--- src/rtl/ones_frame_accumulator_pkg.sv ---
// ones_pkg: shared state encoding and in_count clamping for the frame accumulator
package ones_pkg;
  typedef enum logic {ACCUM, HOLD} state_t;
  localparam logic [3:0] MAX_COUNT = 4'd8;
  function automatic logic [3:0] clamp(input logic [3:0] c);
    return (c > MAX_COUNT) ? MAX_COUNT : c;
  endfunction
endpackage

--- src/rtl/ones_frame_accumulator_if.sv ---
// ones_frame_accumulator_if: count-in and frame-result valid/ready ports
interface ones_frame_accumulator_if #(parameter int SUM_W = 8);
  logic             in_valid;
  logic             in_ready;
  logic [3:0]       in_count;
  logic             in_last;
  logic             out_valid;
  logic             out_ready;
  logic [SUM_W-1:0] out_sum;
  logic [7:0]       out_bytes;
  logic             out_over;
  logic             err_range;
  modport master (output in_valid, in_count, in_last, out_ready,
                  input in_ready, out_valid, out_sum, out_bytes, out_over, err_range);
  modport slave (input in_valid, in_count, in_last, out_ready,
                 output in_ready, out_valid, out_sum, out_bytes, out_over, err_range);
endinterface

--- src/rtl/ones_frame_accumulator_ctrl.sv ---
// ones_frame_ctrl: ACCUM/HOLD sequencing and both handshakes of the accumulator
module ones_frame_ctrl
  import ones_pkg::*;
#(
  parameter int FRAME_LEN = 16
) (
  input  logic       clk,
  input  logic       rst_n,
  input  logic       in_valid,
  input  logic       in_last,
  input  logic       out_ready,
  input  logic [7:0] byte_cnt,
  output logic       in_ready,
  output logic       out_valid,
  output logic       accept,
  output logic       close,
  output logic       out_fire
);
  state_t state, state_nx;
  always_ff @(posedge clk or negedge rst_n)
    if (!rst_n) state <= ACCUM;
    else        state <= state_nx;
  always_comb begin
    in_ready  = (state == ACCUM);
    out_valid = (state == HOLD);
    accept    = in_ready && in_valid;
    close     = accept && (in_last || (9'(byte_cnt) + 9'd1 == 9'(FRAME_LEN)));
    out_fire  = out_valid && out_ready;
    state_nx  = close ? HOLD : out_fire ? ACCUM : state;
  end
endmodule

--- src/rtl/ones_frame_accumulator.sv ---
// ones_frame_accumulator: sums per-byte ones counts over a frame and reports total, length and threshold
module ones_frame_accumulator
  import ones_pkg::*;
#(
  parameter int FRAME_LEN = 16,
  parameter int SUM_W     = 8,
  parameter int THRESH    = 64
) (
  input logic clk,
  input logic rst_n,
  ones_frame_accumulator_if.slave bus
);
  logic [SUM_W-1:0] sum, sum_nx, out_sum;
  logic [7:0]       byte_cnt, out_bytes;
  logic             out_over, err_range;
  logic             in_ready, out_valid, accept, close, out_fire;
  ones_frame_ctrl #(.FRAME_LEN(FRAME_LEN)) u_ctrl (
    .clk       (clk),
    .rst_n     (rst_n),
    .in_valid  (bus.in_valid),
    .in_last   (bus.in_last),
    .out_ready (bus.out_ready),
    .byte_cnt  (byte_cnt),
    .in_ready  (in_ready),
    .out_valid (out_valid),
    .accept    (accept),
    .close     (close),
    .out_fire  (out_fire)
  );
  assign sum_nx = sum + SUM_W'(clamp(bus.in_count));
  always_ff @(posedge clk or negedge rst_n)
    if (!rst_n) begin
      sum       <= '0;
      byte_cnt  <= '0;
      out_sum   <= '0;
      out_bytes <= '0;
      out_over  <= 1'b0;
      err_range <= 1'b0;
    end else begin
      if (accept) begin
        sum      <= sum_nx;
        byte_cnt <= byte_cnt + 8'd1;
        if (bus.in_count > MAX_COUNT) err_range <= 1'b1;
      end
      if (close) begin
        out_sum   <= sum_nx;
        out_bytes <= byte_cnt + 8'd1;
        out_over  <= (sum_nx >= SUM_W'(THRESH));
      end
      if (out_fire) begin
        sum      <= '0;
        byte_cnt <= '0;
      end
    end
  assign bus.in_ready  = in_ready;
  assign bus.out_valid = out_valid;
  assign bus.out_sum   = out_sum;
  assign bus.out_bytes = out_bytes;
  assign bus.out_over  = out_over;
  assign bus.err_range = err_range;
endmodule

--- src/flat_wrapper.sv ---
// flat-port wrapper written by rule: the top's interface ports become plain ports
module ones_frame_accumulator_flat import ones_pkg::*;
#(
  parameter int FRAME_LEN = 16,
  parameter int SUM_W     = 8,
  parameter int THRESH    = 64
)
  (clk, rst_n, bus_in_valid, bus_in_count, bus_in_last, bus_out_ready, bus_in_ready, bus_out_valid, bus_out_sum, bus_out_bytes, bus_out_over, bus_err_range);
  ones_frame_accumulator_if #(.SUM_W(SUM_W)) bus_i ();
  input logic clk;
  input logic rst_n;
  input wire logic [$bits(bus_i.in_valid)-1:0] bus_in_valid;
  input wire logic [$bits(bus_i.in_count)-1:0] bus_in_count;
  input wire logic [$bits(bus_i.in_last)-1:0] bus_in_last;
  input wire logic [$bits(bus_i.out_ready)-1:0] bus_out_ready;
  output wire logic [$bits(bus_i.in_ready)-1:0] bus_in_ready;
  output wire logic [$bits(bus_i.out_valid)-1:0] bus_out_valid;
  output wire logic [$bits(bus_i.out_sum)-1:0] bus_out_sum;
  output wire logic [$bits(bus_i.out_bytes)-1:0] bus_out_bytes;
  output wire logic [$bits(bus_i.out_over)-1:0] bus_out_over;
  output wire logic [$bits(bus_i.err_range)-1:0] bus_err_range;
  assign bus_i.in_valid = bus_in_valid;
  assign bus_i.in_count = bus_in_count;
  assign bus_i.in_last = bus_in_last;
  assign bus_i.out_ready = bus_out_ready;
  assign bus_in_ready = bus_i.in_ready;
  assign bus_out_valid = bus_i.out_valid;
  assign bus_out_sum = bus_i.out_sum;
  assign bus_out_bytes = bus_i.out_bytes;
  assign bus_out_over = bus_i.out_over;
  assign bus_err_range = bus_i.err_range;
  ones_frame_accumulator #(.FRAME_LEN(FRAME_LEN), .SUM_W(SUM_W), .THRESH(THRESH)) u_core (.clk(clk), .rst_n(rst_n), .bus(bus_i));
endmodule
--- config.mk ---
export PLATFORM = sky130hd
export DESIGN_NAME = ones_frame_accumulator_flat
export DESIGN_NICKNAME = d
export VERILOG_FILES = /design/src/rtl/ones_frame_accumulator_pkg.sv /design/src/rtl/ones_frame_accumulator_if.sv /design/src/rtl/ones_frame_accumulator_ctrl.sv /design/src/rtl/ones_frame_accumulator.sv /design/src/flat_wrapper.sv
export SDC_FILE = /design/constraint.sdc
export NUM_CORES = 1
export LEC_CHECK = 0
export ABC_CLOCK_PERIOD_IN_PS = 2200
export BUFFER_PORTS_ARGS = -buffer_cell sky130_fd_sc_hd__buf_2
export CORE_MARGIN = 1
export CORE_UTILIZATION = 40
export DETAILED_ROUTE_END_ITERATION = 6
export PLACE_DENSITY_LB_ADDON = 0.15
export SLEW_MARGIN = 15
export SYNTH_ARGS = -nofsm -noshare
export SYNTH_HDL_FRONTEND = slang
export SYNTH_HIERARCHICAL = 1
export SYNTH_SLANG_ARGS = --single-unit
--- constraint.sdc ---
create_clock -name clk -period 2.2 [get_ports clk]
set_input_delay 0.44 -clock clk [delete_from_list [all_inputs] [get_ports clk]]
set_output_delay 0.44 -clock clk [all_outputs]
set_load 0.02 [all_outputs]
==> results_dict.tcl <==
set metrics [dict create \
    vias 1315 \
    setup-violations-final 0 \
    crit_path_start_kind "flip-flop" \
    arrival_ns 2.11 \
    die_area_um2 4696 \
    hold_viol 0 \
    drt-initial-drc-count 78 \
    synthArstFlopShare 1.000 \
    gp_congestion 0.8290 \
    grtUsageMet2 0.2549 \
    io_pins 29 \
    setup.worst_path.class "reg -> reg" \
    stdcell_area_um2 2054 \
    slew_viol_final 0 \
    r2r-end "u_core/bus.out_sum[4]" \
    chipWidth_um 68.53 \
    setup_tns_ns 0 \
    syn_inst 172 \
    tightest_slew_ns 0.7788 \
    p_leak_uw 0.0009563 \
    power.share.switching 0.3714 \
    skew_ns 0.002739 \
    clock_latency_ns 0.28 \
    antenna_left 0 \
    holdBufCountCts 0 \
    viasPerCell 5.177 \
    ys_warn_count 6 \
    synth_cell_types 37 \
    grtUsageMet3 0.06086 \
    grt_max_degree 36 \
    grt_usage 0.1687 \
    clockBufferDepth 2 \
    p_int_uw 1357 \
    netlist_area_um2 1770 \
    clkTransAtPathRegs_ns 0.07 \
    syn_avg_cell_area_um2 10.29 \
    initial_core_util 0.4302 \
    grt_pass1_vias 1218 \
    r2r_cells 6 \
    whs_ns 0.2343 \
    p_per_area_nw_per_um2 1050 \
    synth_edf_count 0 \
    antenna_found_initial 0 \
    port_buffers 28 \
    grt_pass1_wl_um 5589 \
    period_needed_ns 1.945 \
    ctsResizeCount 0 \
    seq_area_frac_synth 0.4947 \
    root_buffer "clkbuf_8" \
    diodes 0 \
    drc 0 \
    cts_tree "yes" \
    postRouteWirelength_um 3422 \
    ir_worst_vdd_mv 0.5109 \
    place_inst 248 \
    syn_nets 187 \
    power_frac_comb 0.356 \
    grt_overflow 0 \
    fin_nets 220 \
    hold_path_class "in -> async" \
    cp_max_fo 5 \
    end_kind "flip-flop" \
    relSlewSlack 0.4808 \
    place_hpwl_um 2404 \
    coreArea_um2 4115 \
    postPlaceCellArea_um2 1982 \
    ys_ff_latch 35 \
    drive_gt1_frac 0.2549 \
    ys.flop_type "dfrtp_1" \
    rows 23 \
    ff2ff_setup_slack_ns 0.26 \
    r2r_start "u_core/sum[0]" \
    grt-busiest-layer "met2" \
    clkPwrFrac 0.197 \
    final_util 0.4992 \
    rsz0062_at_grt "no" \
    wl_per_cell_um 13.47 \
    h-tree-depth 2 \
    period_share 0.8839 \
    fp.dieH_um 68.53 \
    area_growth_pct 16.04 \
    instances_no_fill 254 \
    status "finished clean" \
    cts_inserted_buffers 5 \
    worstPathRequired_ns 2.37 \
    cts_sinks 35 \
    maxCapViolCount 0 \
    dr.pass1.iters 4 \
    timing.fmax_ghz 0.5142 \
    seq_power_share 0.447 \
    cts_setup_buffers 0 \
    grt_use_met1 0.2161 \
    p_switching_uw 801.5 \
]
sequential cells by signal, summed over array words and instances, names as in the netlist:
register / flops
u_core/bus.out_bytes: 8
u_core/bus.out_sum: 8
u_core/byte_cnt: 8
u_core/sum: 8
u_core/bus.err_range: 1
u_core/bus.out_over: 1
u_core/u_ctrl/out_valid: 1
through the flow:
step / setup WS (ns) / power [µW]
after floorplan: 0.1908 / 1505
after global placement: 0.04010 / 1733
after detailed placement: 0.002805 / 1747
after CTS: 0.2550 / 2181
after global routing: 0.1492 / 2320
final: 0.2553 / 2158
power groups by stage:
stage / Sequential (µW) / Clock, µW / Combinational, µW
after CTS: 967 / 436 / 779
after floorplan: 1090 / 0 / 416
final: 965 / 425 / 769
after global placement: 970 / 0 / 763
after global routing: 998 / 463 / 859
after detailed placement: 977 / 0 / 771
synth_stat cells, drive strengths merged, types with 3 or more instances:
cell type   n  area, µm²
inv         6      22.52
a21oi      16      91.34
nand4       3      18.77
and2        3      18.77
xnor2       6      52.55
ha          5      62.56
xor2       10      87.58
mux2i       4      40.04
clkbuf      5      18.77
mux2        4      45.04
o21ai       5      25.02
nand2       8      32.54
dfrtp      35      875.8
nor2       24      92.59
or3         5      31.28
nor2b       3      18.77
nand3       6      30.03
placed cells by master, fill, tap and decap left out, types with 2 or more instances in the layout:
cell type,count
xnor2_1,6
buf_4,5
nand2_1,7
a21oi_2,3
dfrtp_1,35
and2_1,3
clkbuf_8,5
and3_1,2
or3_1,5
or4_1,2
nand3_1,6
o31ai_1,2
a31oi_1,2
nor2b_1,3
a21oi_1,13
a21o_1,2
nor2_1,23
buf_2,28
a211oi_1,2
a211o_1,2
xor2_1,10
mux2_2,4
inv_1,5
mux2i_1,4
o21ai_0,5
nand4_1,3
ha_1,5
cell type report:
| class | count | area [µm²] |
|---|---|---|
| Clock buffer | 6 | 72.57 |
| Fill cell | 401 | 2061 |
| Inverter | 6 | 22.52 |
| Multi-Input combinational cell | 124 | 843.3 |
| Sequential cell | 35 | 875.8 |
| Tap cell | 50 | 62.56 |
| Timing Repair Buffer | 33 | 177.7 |
critical path: stages (launching register included):
cell	delay, ns
dfrtp_1	0.38
ha_1	0.24
fa_1	0.42
a21o_1	0.21
a21oi_2	0.23
xnor2_1	0.09
mux2_2	0.26
cells by family (layout without fill, tap and decap cells):
group | count (synthesis) | after routing | share of synthesized area
simple gates | 59 | 59 | 0.1682
xor+xnor | 16 | 16 | 0.07915
fa+ha+maj | 6 | 6 | 0.04664
buf+inv | 13 | 45 | 0.02898
flops | 35 | 35 | 0.4947
compound gates | 35 | 35 | 0.1343
mux | 8 | 8 | 0.04806
routing by layer:
layer | vias to the layer above | share of wire
met5 | - | 0
met4 | 0 | 0.013
met3 | 4 | 0.048
met2 | 32 | 0.44
met1 | 619 | 0.50
li1 | 660 | -
worst max path at each step:
stage | start | endpoint | depth (start not counted)
after global placement | bus_in_count[0] | u_core/bus.out_sum[4] | 8
after global routing | u_core/sum[0] | u_core/bus.out_over | 6
after CTS | u_core/sum[0] | u_core/bus.out_sum[4] | 6
after detailed placement | bus_in_count[0] | u_core/bus.out_sum[4] | 8
after floorplan | bus_in_count[0] | u_core/bus.out_sum[4] | 7
final | u_core/sum[0] | u_core/bus.out_sum[4] | 6
Note: power is estimated with default switching activity, not from simulation.
